File: config.mk
export PLATFORM = sky130hd
export DESIGN_NAME = operand_stage
export DESIGN_NICKNAME = d
export VERILOG_FILES = /design/src/rtl/operand_stage.sv
export SDC_FILE = /design/constraint.sdc
export NUM_CORES = 1
export LEC_CHECK = 0
export ABC_AREA = 1
export CAP_MARGIN = 10
export CELL_PAD_IN_SITES_DETAIL_PLACEMENT = 0
export CELL_PAD_IN_SITES_GLOBAL_PLACEMENT = 2
export CORE_MARGIN = 2
export CORE_UTILIZATION = 22
export CTS_BUF_LIST = sky130_fd_sc_hd__clkbuf_8
export DETAILED_ROUTE_END_ITERATION = 16
export PLACE_DENSITY_LB_ADDON = 0.1
export SLEW_MARGIN = 10
export SYNTH_ARGS = -nofsm -noshare
export SYNTH_HDL_FRONTEND = slang
export SYNTH_SLANG_ARGS = --single-unit
File: constraint.sdc
create_clock -name clk -period 3.06 [get_ports clk]
set_input_delay 0.918 -clock clk [delete_from_list [all_inputs] [get_ports clk]]
set_output_delay 0.918 -clock clk [all_outputs]
set_load 0.01 [all_outputs]
File: src/rtl/operand_stage.sv
// Operand stage: decode-to-execute pipeline register with bypass resolution,
// load-use stall detection and a saturating bubble counter.
module operand_stage #(
  parameter int DATA_W = 64
) (
  input  logic              clk,
  input  logic              reset,
  input  logic              idValid,
  input  logic              idRegWrite,
  input  logic              idMemRead,
  input  logic [4:0]        idRn,
  input  logic [4:0]        idRm,
  input  logic [4:0]        idRd,
  output logic [4:0]        ReadRegister1,
  output logic [4:0]        ReadRegister2,
  input  logic [DATA_W-1:0] ReadData1,
  input  logic [DATA_W-1:0] ReadData2,
  input  logic [4:0]        exRd,
  input  logic              exRegWrite,
  input  logic              exMemRead,
  input  logic [DATA_W-1:0] exResult,
  input  logic [4:0]        memRd,
  input  logic              memRegWrite,
  input  logic [DATA_W-1:0] memResult,
  input  logic [4:0]        wbRd,
  input  logic              wbRegWrite,
  input  logic [DATA_W-1:0] wbData,
  input  logic              flush,
  input  logic              hold,
  output logic              stallID,
  output logic              oValid,
  output logic              oRegWrite,
  output logic              oMemRead,
  output logic [4:0]        oRd,
  output logic [DATA_W-1:0] oOpA,
  output logic [DATA_W-1:0] oOpB,
  output logic [15:0]       stallCount
);

  localparam logic [4:0] XZR = 5'd31;

  logic [DATA_W-1:0] opA;
  logic [DATA_W-1:0] opB;
  logic              loadUse;

  // A load still in EX cannot forward; its result is only available from MEM.
  function automatic logic [DATA_W-1:0] resolve(
    input logic [4:0]        src,
    input logic [DATA_W-1:0] rdata,
    input logic [4:0]        eRd,
    input logic              eFwd,
    input logic [DATA_W-1:0] eData,
    input logic [4:0]        mRd,
    input logic              mWr,
    input logic [DATA_W-1:0] mData,
    input logic [4:0]        wRd,
    input logic              wWr,
    input logic [DATA_W-1:0] wData
  );
    if (src == XZR)
      return '0;
    else if (eFwd && (eRd == src))
      return eData;
    else if (mWr && (mRd == src))
      return mData;
    else if (wWr && (wRd == src))
      return wData;
    else
      return rdata;
  endfunction

  assign ReadRegister1 = idRn;
  assign ReadRegister2 = idRm;

  // Operand resolution and load-use hazard detection.
  always_comb begin
    opA = resolve(idRn, ReadData1, exRd, exRegWrite && !exMemRead, exResult,
                  memRd, memRegWrite, memResult, wbRd, wbRegWrite, wbData);
    opB = resolve(idRm, ReadData2, exRd, exRegWrite && !exMemRead, exResult,
                  memRd, memRegWrite, memResult, wbRd, wbRegWrite, wbData);
    loadUse = idValid && exRegWrite && exMemRead &&
              (((idRn == exRd) && (idRn != XZR)) ||
               ((idRm == exRd) && (idRm != XZR)));
    stallID = loadUse || hold;
  end

  // Output register update: reset, then hold, flush, load-use bubble, capture.
  always_ff @(posedge clk) begin
    if (reset) begin
      oValid     <= 1'b0;
      oRegWrite  <= 1'b0;
      oMemRead   <= 1'b0;
      oRd        <= XZR;
      oOpA       <= '0;
      oOpB       <= '0;
      stallCount <= '0;
    end else if (!hold) begin
      if (flush) begin
        oValid    <= 1'b0;
        oRegWrite <= 1'b0;
        oMemRead  <= 1'b0;
      end else if (loadUse) begin
        oValid    <= 1'b0;
        oRegWrite <= 1'b0;
        oMemRead  <= 1'b0;
        if (stallCount != '1)
          stallCount <= stallCount + 16'd1;
      end else begin
        oValid    <= idValid;
        oRegWrite <= idRegWrite && idValid;
        oMemRead  <= idMemRead && idValid;
        oRd       <= idRd;
        oOpA      <= opA;
        oOpB      <= opB;
      end
    end
  end

endmodule
* Yosys cells after proc, flatten, opt, wreduce, memory -nomap -nowiden *
Index checks and enable logic that the tools add are counted.

cells by class
  add/subtract/negate cells = 1
  equality and inequality tests = 13
  multiplexer cells = 14
  bitwise gates (word level) = 3
  reductions and logical operators = 19

operators by type and width
  cell                     count
  $mux W64                 8
  $eq A5 B5 Y1             8
  $add A16 B1 Y16 const B  1
  $ne A16 B16 Y1 const B   1
  $logic_and A1 B1 Y1      14
  $eq A5 B5 Y1 const B     2
  $ne A5 B5 Y1 const B     2
  $mux W1                  6
  $reduce_and A4 Y1        1
  $not A1 Y1               3
  $reduce_and A3 Y1        1
  $logic_or A1 B1 Y1       2
  $logic_not A1 Y1         1

storage, ports and cells
  register bits after elaboration = 152
  bits of input ports = 361
  output and inout bits = 163

* Longest topological paths before layout *
Gate-level depths: netlist of the first run.

  depth in word-level cells = 6
  mapped depth = 14
  depth with buffers taken out = 13

* Least setup slack after synthesis of the first run *
Ideal clock, no wire load.

  path type = in2out
  start point = input exRd[2]
  end point = output stallID
  data arrival time = 1.580 ns
  data required time = 2.142 ns
  path slack = 0.562 ns
  cell stages on the path = 8
  buffers on the path = 0
  path through = inv_1 nand2_1 nand2_1 nor2_1 nand4_1 nand2_2 nand2_4 nand2_1

between the ends
  longest elaborated chain between the ends = 5
  elaborated cells on any way between the ends = 7
  those cells by class = eq/ne: 2; reduce/logical: 5

RTL lines
  what                                           line    text
  from (decl)                                    18      input logic [4:0] exRd,
  $eq A5 B5 Y1, on equally long branches         82, 83
  $logic_and A1 B1 Y1, on equally long branches  82, 83
  $logic_or A1 B1 Y1 *                           82      (((idRn == exRd) && (idRn != XZR)) ||
  $logic_and A1 B1 Y1 *                          81      loadUse = idValid && exRegWrite && exMemRead &&
  $logic_or A1 B1 Y1 *                           84      stallID = loadUse || hold;
  to (decl)                                      30      output logic stallID,

Every way passes the cells marked *; elsewhere a longest branch is shown, timed or not.

* Worst setup path after layout of the first run *
  start point = input idRn[0]
  end point = output stallID

between the ends
  longest elaborated chain between the ends = 5
  elaborated cells on any way between the ends = 6
  those cells by class = eq/ne: 2; reduce/logical: 4

RTL lines
  what                                                 line  text
  from (decl)                                          11    input logic [4:0] idRn,
  $eq A5 B5 Y1 / $ne A5 B5 Y1 (equally long branches)  82
  $logic_and A1 B1 Y1 *                                82
  $logic_or A1 B1 Y1 *                                 82
  $logic_and A1 B1 Y1 *                                81
  $logic_or A1 B1 Y1 *                                 84

Marks and branches as above.

==> flow_summary.ini, run 1 <==
[synth]
syn-num-nets = 2934
synthesis.area_um2 = 13000
ys_ff_latch = 152
synth_cells = 2572
synth-seq-area-share_pct = 23.5
synth.distinct_cells = 29
yosys_warnings = 0
synth.avg_cell_area_um2 = 5.04

[grt]
grt_pass1_wl_mm = 98.9
grt_pass1_vias = 15900
grt_antenna_before_repair = 14
grt_max_degree = 68
track_usage_pct = 21.9
grt_overflow_total = 0

[cts]
cts.sinks = 152
cts-root-buf = clkbuf_8
clkLatencyLatePin_ps = 550
numCtsBuffers = 17
clockBufferDepth = 2
htreeDepth = 4
clkTransAtPathRegs_ps = 90
cts_tree = yes
hold_buffers = 0

[placement]
place.detailed.hpwl_mm = 52.5
place_inst = 3839
pre_cts_slack_ps = -625
gp_congestion = 0.852
io_buffers = 523
placed_cell_area_um2 = 20000

[sta]
timing_worst_slew_pin_value_ps = 526
relSlewSlack_pct = 64.9
hold_viol = 0
max_freq_mhz = 335
fin_hold_ws_ps = 472
fin_crit_sh_pct = 97.5
setup-violations-final = 0
period_minus_slack_ps = 2980
slew_violations = 0
clock_skew_ps = 6.88
setup_ws_ps = 77.7
setup_tns_ps = 0

[floorplanning]
die_h_um = 247
die_area_um2 = 60900
die-width_um = 247
initial_core_util_pct = 22.1
io_pins = 524
num_rows = 89
core_area_um2 = 58700

[layout]
n_fill_cell = 6560
finalNetCount = 3450
layoutNonFillerInstCount = 3879
drive_above_1_share_pct = 7.52
finish.instance_area_um2 = 20400
syn_to_final_growth_pct = 57.2
final_util_pct = 34.8

[detailed_routing]
wl_mm = 67.8
wire_per_inst_um = 17.5
final_antenna_net_count = 0
drt_iter0_drc = 970
drc = 0
vias_per_cell = 4.26
num_vias = 16500
drt_pass1_iterations = 5

[critical_path]
path_max_fanout = 4
reg2regPathDepth = 10
cp-start-kind = input port
arrival_ps = 2060
path_class = input port to output port
crit_path_end_kind = output port
required_ps = 2140

[pwr]
p_per_area_nw_per_um2 = 289
ir_worst_vdd_mv = 0.312
p_total_mw = 5.89
p_leak_nw = 10.1

[run_status]
status = completed

[hold_path]
hp-class = register to register
hold_path_depth = 2

[job]
drv_cap = 0
-- layout by cell type (no fill, tap or decap), types with 2 or more instances in the layout --
cell type        instances
nand3_1                279
nand4_1                  4
buf_12                  48
a21oi_1                 13
nor2_2                  48
inv_1                  482
inv_6                    2
clkinv_2                 2
clkdlybuf4s50_1        506
dfxtp_1                152
dlygate4sd2_1            5
buf_4                   75
clkinvlp_4               4
inv_2                    6
o21ai_0                  7
xor2_1                   7
nand3_4                  4
clkbuf_2                 7
nor3_1                   4
clkbuf_8                18
clkdlybuf4s15_1          2
xnor2_1                  6
bufinv_16                3
diode_2                  6
nand2_1                636
nor2_1                 760
nor2_4                   5
nand2_4                  4
-- area by class of cell --
type	count	area (um^2)	share of cell area (%)
Multi-Input combinational cell	1784	7430	36.4
Timing Repair Buffer	645	6700	32.9
Sequential cell	152	3040	14.9
Inverter	488	1840	9.00
Tap cell	773	967	4.74
Clock buffer	18	248	1.21
Clock inverter	13	155	0.761
Antenna cell	6	15.0	0.0736
-- per-layer routing --
layer / global-route usage (%) / part of all wire (%) / vias to the layer above
met5: 0 / 0.17 / -
li1: - / - / 8478
met4: 6.02 / 1.8 / 18
met3: 4.83 / 5.9 / 65
met1: 29.0 / 46 / 7502
met2: 35.6 / 46 / 453
-- critical path, stage by stage --
cell and delay (ps):
clkdlybuf4s15_1 250, xor2_1 190, nor2_2 110, nand4_1 120, nand2_2 140, nand2_4 60, nand2_1 50, clkdlybuf4s15_2 210
-- power breakdown --
part / switching [mW] / total [mW] / leakage [nW] / internal [mW]
sequential: 0.0582 / 2.13 / 1.24 / 2.07
combinational: 1.00 / 1.98 / 8.68 / 0.985
clock: 0.954 / 1.77 / 0.200 / 0.816
-- Yosys cell counts, drive strengths merged --
library cell	instances	area share (%)
a21oi	14	0.57
buf	116	5.0
clkbuf	32	0.93
clkinv	1	0.029
dfxtp	152	23
ha	1	0.096
inv	487	14
nand2	641	19
nand3	283	11
nand4	5	0.29
nor2	813	24
nor3	5	0.19
nor4	1	0.048
o21ai	7	0.27
o21bai	1	0.058
xnor2	6	0.41
xor2	7	0.47
-- registers in the layout (all words and copies together), names as in the netlist --
| signal | count |
|---|---|
| oValid | 1 |
| stallCount | 16 |
| oOpB | 64 |
| oMemRead | 1 |
| oOpA | 64 |
| oRegWrite | 1 |
| oRd | 5 |
-- worst paths after layout --
path	from	to	slack, ps
setup / recovery	idRn[0]	stallID	80
hold / removal	oMemRead$_SDFFE_PP0N_	oMemRead$_SDFFE_PP0N_	470
hold reg to reg	oMemRead$_SDFFE_PP0N_	oMemRead$_SDFFE_PP0N_	470
setup reg to reg	stallCount[0]$_SDFFE_PP0P_	stallCount[4]$_SDFFE_PP0P_	1170
-- cell families after synthesis --
family / share of synthesized area [%]
AO/OA/AOI/OAI: 0.897
XOR/XNOR: 0.878
adder cells (fa/ha/maj): 0.0964
buffers and inverters: 20.1
flip-flops: 23.5
AND/OR/NAND/NOR: 54.6
-- repair_timing --
action | 4_1_cts | 5_1_grt
pin swaps | 7 | 4
setup buffers | 1 | 2
gates cloned | 0 | 0
resized for setup | 27 | 14
endpoints found under the setup margin | 6 | 1
(Power assumes the default switching activity.)
==> run 2, diff against run 1 <==
--- a/config.mk
+++ b/config.mk
@@ -12,6 +12,7 @@
 export CORE_MARGIN = 2
 export CORE_UTILIZATION = 22
 export CTS_BUF_LIST = sky130_fd_sc_hd__clkbuf_8
+export CTS_CLUSTER_DIAMETER = 80
 export DETAILED_ROUTE_END_ITERATION = 16
 export PLACE_DENSITY_LB_ADDON = 0.1
 export SLEW_MARGIN = 10
==> results of run 2 <==
Final layout, timing and power as in run 1 (identical DEF).
==> run 3, diff against run 2 <==
--- a/config.mk
+++ b/config.mk
@@ -10,7 +10,7 @@
 export CELL_PAD_IN_SITES_DETAIL_PLACEMENT = 0
 export CELL_PAD_IN_SITES_GLOBAL_PLACEMENT = 2
 export CORE_MARGIN = 2
-export CORE_UTILIZATION = 22
+export CORE_UTILIZATION = 20
 export CTS_BUF_LIST = sky130_fd_sc_hd__clkbuf_8
 export CTS_CLUSTER_DIAMETER = 80
 export DETAILED_ROUTE_END_ITERATION = 16
==> constraint.sdc (replaced) <==
create_clock -name clk -period 3.2 [get_ports clk]
set_input_delay 0.96 -clock clk [delete_from_list [all_inputs] [get_ports clk]]
set_output_delay 0.96 -clock clk [all_outputs]
set_load 0.01 [all_outputs]
==> flow_summary.ini, run 3 (synthesis results as in run 1) <==
[run_status]
status = completed

[critical_path]
required_ps = 2240
ff2ff_setup_slack_ps = 1260
cp-start-kind = input port
crit_path_end_kind = output port
cp-endpoint = stallID
path_max_fanout = 5
critPathLaunch = idRn[4]
reg2regPathDepth = 12
path_class = input port to output port
r2r_end = stallCount[6]$_SDFFE_PP0P_
timing.rr.start = stallCount[0]$_SDFFE_PP0P_
arrival_ps = 2130

[sta]
fin_crit_sh_pct = 96.7
setup_ws_ps = 105
relSlewSlack_pct = 52.8
hold_viol = 0
setup-violations-final = 0
clock_skew_ps = 7.43
slew_violations = 0
rsz0062_at_grt = no
max_freq_mhz = 323
timing_worst_slew_pin_value_ps = 708
period_minus_slack_ps = 3090

[layout]
finalNetCount = 3438
layoutNonFillerInstCount = 3953
n_fill_cell = 7240
largestRegisters = oOpA x64, oOpB x64, stallCount x16
syn_to_final_growth_pct = 57.3
final_common_cell = nor2_1
drive_above_1_share_pct = 7.12
final_cell_mix = nor2_1 (760), nand2_1 (636), clkdlybuf4s50_1 (506), inv_1 (481), nand3_1 (279)

[detailed_routing]
num_vias = 16500
final_antenna_net_count = 0
wl_mm = 70.1
wire_per_inst_um = 17.7
vias_per_cell = 4.18
drt_iter0_drc = 787
drt_pass1_iterations = 5
drc = 0

[pwr]
ir_worst_vdd_mv = 0.289
p_leak_nw = 10.1
p_per_area_nw_per_um2 = 277

[floorplanning]
num_rows = 93
die-width_um = 259
core_area_um2 = 64300
die_area_um2 = 66900
die_h_um = 259
io_pins = 524
initial_core_util_pct = 20.2

[grt]
grt_max_degree = 92
grt_pass1_wl_mm = 102
grt_antenna_before_repair = 17
track_usage_pct = 20.5
grt_overflow_total = 0
grt_pass1_vias = 16300

[cts]
numCtsBuffers = 17
clockBufferDepth = 2
htreeDepth = 4
cts_tree = yes
cts.sinks = 152
hold_buffers = 0
cts-root-buf = clkbuf_8
clkTransAtPathRegs_ps = 90
clkLatencyLatePin_ps = 550

[placement]
gp_congestion = 0.849
pre_cts_slack_ps = -560
place_inst = 3911
io_buffers = 523
place.detailed.hpwl_mm = 53.3

[hold_path]
hp-class = register to register

[job]
drv_cap = 0
[run 3: changes by cell type in the layout (fill, tap and decap cells not counted), sizes merged]
cell	delta
buf	-13
clkinvlp	-3
clkdlybuf4s15	+2
dlygate4sd2	+1
clkinv	+1
inv	+2
diode	+3
bufinv	-1
[run 3: critical path, stage by stage]
cell	delay, ps
clkdlybuf4s15_1	310
inv_2	60
nor2_1	130
nand3_1	110
nand4_1	130
nand2_2	100
nand2_4	70
nand2_1	50
clkdlybuf4s15_2	220
[run 3: worst min-delay path by stage]
| stage | from | end | slack (ps) | depth (start not counted) |
|---|---|---|---|---|
| floorplan | oMemRead$_SDFFE_PP0N_ | oMemRead$_SDFFE_PP0N_ | 480 | 2 |
| global placement | oMemRead$_SDFFE_PP0N_ | oMemRead$_SDFFE_PP0N_ | 450 | 2 |
| detailed placement | oMemRead$_SDFFE_PP0N_ | oMemRead$_SDFFE_PP0N_ | 450 | 2 |
| CTS | oMemRead$_SDFFE_PP0N_ | oMemRead$_SDFFE_PP0N_ | 470 | 2 |
| global route | oRegWrite$_SDFFE_PP0N_ | oRegWrite$_SDFFE_PP0N_ | 480 | 2 |
| finish | oMemRead$_SDFFE_PP0N_ | oMemRead$_SDFFE_PP0N_ | 460 | 2 |
[run 3: metrics by stage]
stage,hold slack [ps],power [mW],utilization (%),TNS (ps),area (um^2)
floorplan,481,2.88,-,0,13000
global placement,449,4.02,31.1,-4150,20000
finish,461,5.64,31.7,0,20400
global route,482,6.00,31.7,0,20400
detailed placement,451,4.01,31.1,-5430,20000
CTS,465,5.78,31.7,0,20400
[run 3: metal layers]
layer | global-route usage, % | wire, um | part of all wire (%) | up-vias
met3 | 4.67 | 4320 | 6.2 | 79
met4 | 5.94 | 1400 | 2.0 | 22
met2 | 34.8 | 33200 | 47 | 491
li1 | - | - | - | 8463
met5 | 0 | 141 | 0.20 | -
met1 | 25.7 | 31100 | 44 | 7458
[run 3: cell type report]
class / instances / area, um^2 / area share, %
sequential: 152 / 3040 / 14.9
antenna: 9 / 22.5 / 0.110
inverter: 488 / 1840 / 9.00
multi-input combinational: 1784 / 7430 / 36.4
clock inverter: 12 / 140 / 0.687
timing repair buffer: 633 / 6590 / 32.3
tap: 855 / 1070 / 5.24
clock buffer: 20 / 275 / 1.35
[run 3: what timing repair did]
| action | in CTS | in global routing |
|---|---|---|
| cloned | 0 | 0 |
| buffers inserted | 1 | 0 |
| resized for setup | 21 | 15 |
| endpoints found under the setup margin | 3 | 1 |
| pin swaps | 7 | 3 |
[run 3: power by group]
group	leakage, nW	total (mW)	switching (mW)	internal (mW)
Combinational	8.62	1.90	0.964	0.938
Clock	0.214	1.70	0.936	0.766
Sequential	1.24	2.04	0.0561	1.98
Total	10.1	5.64	1.96	3.69
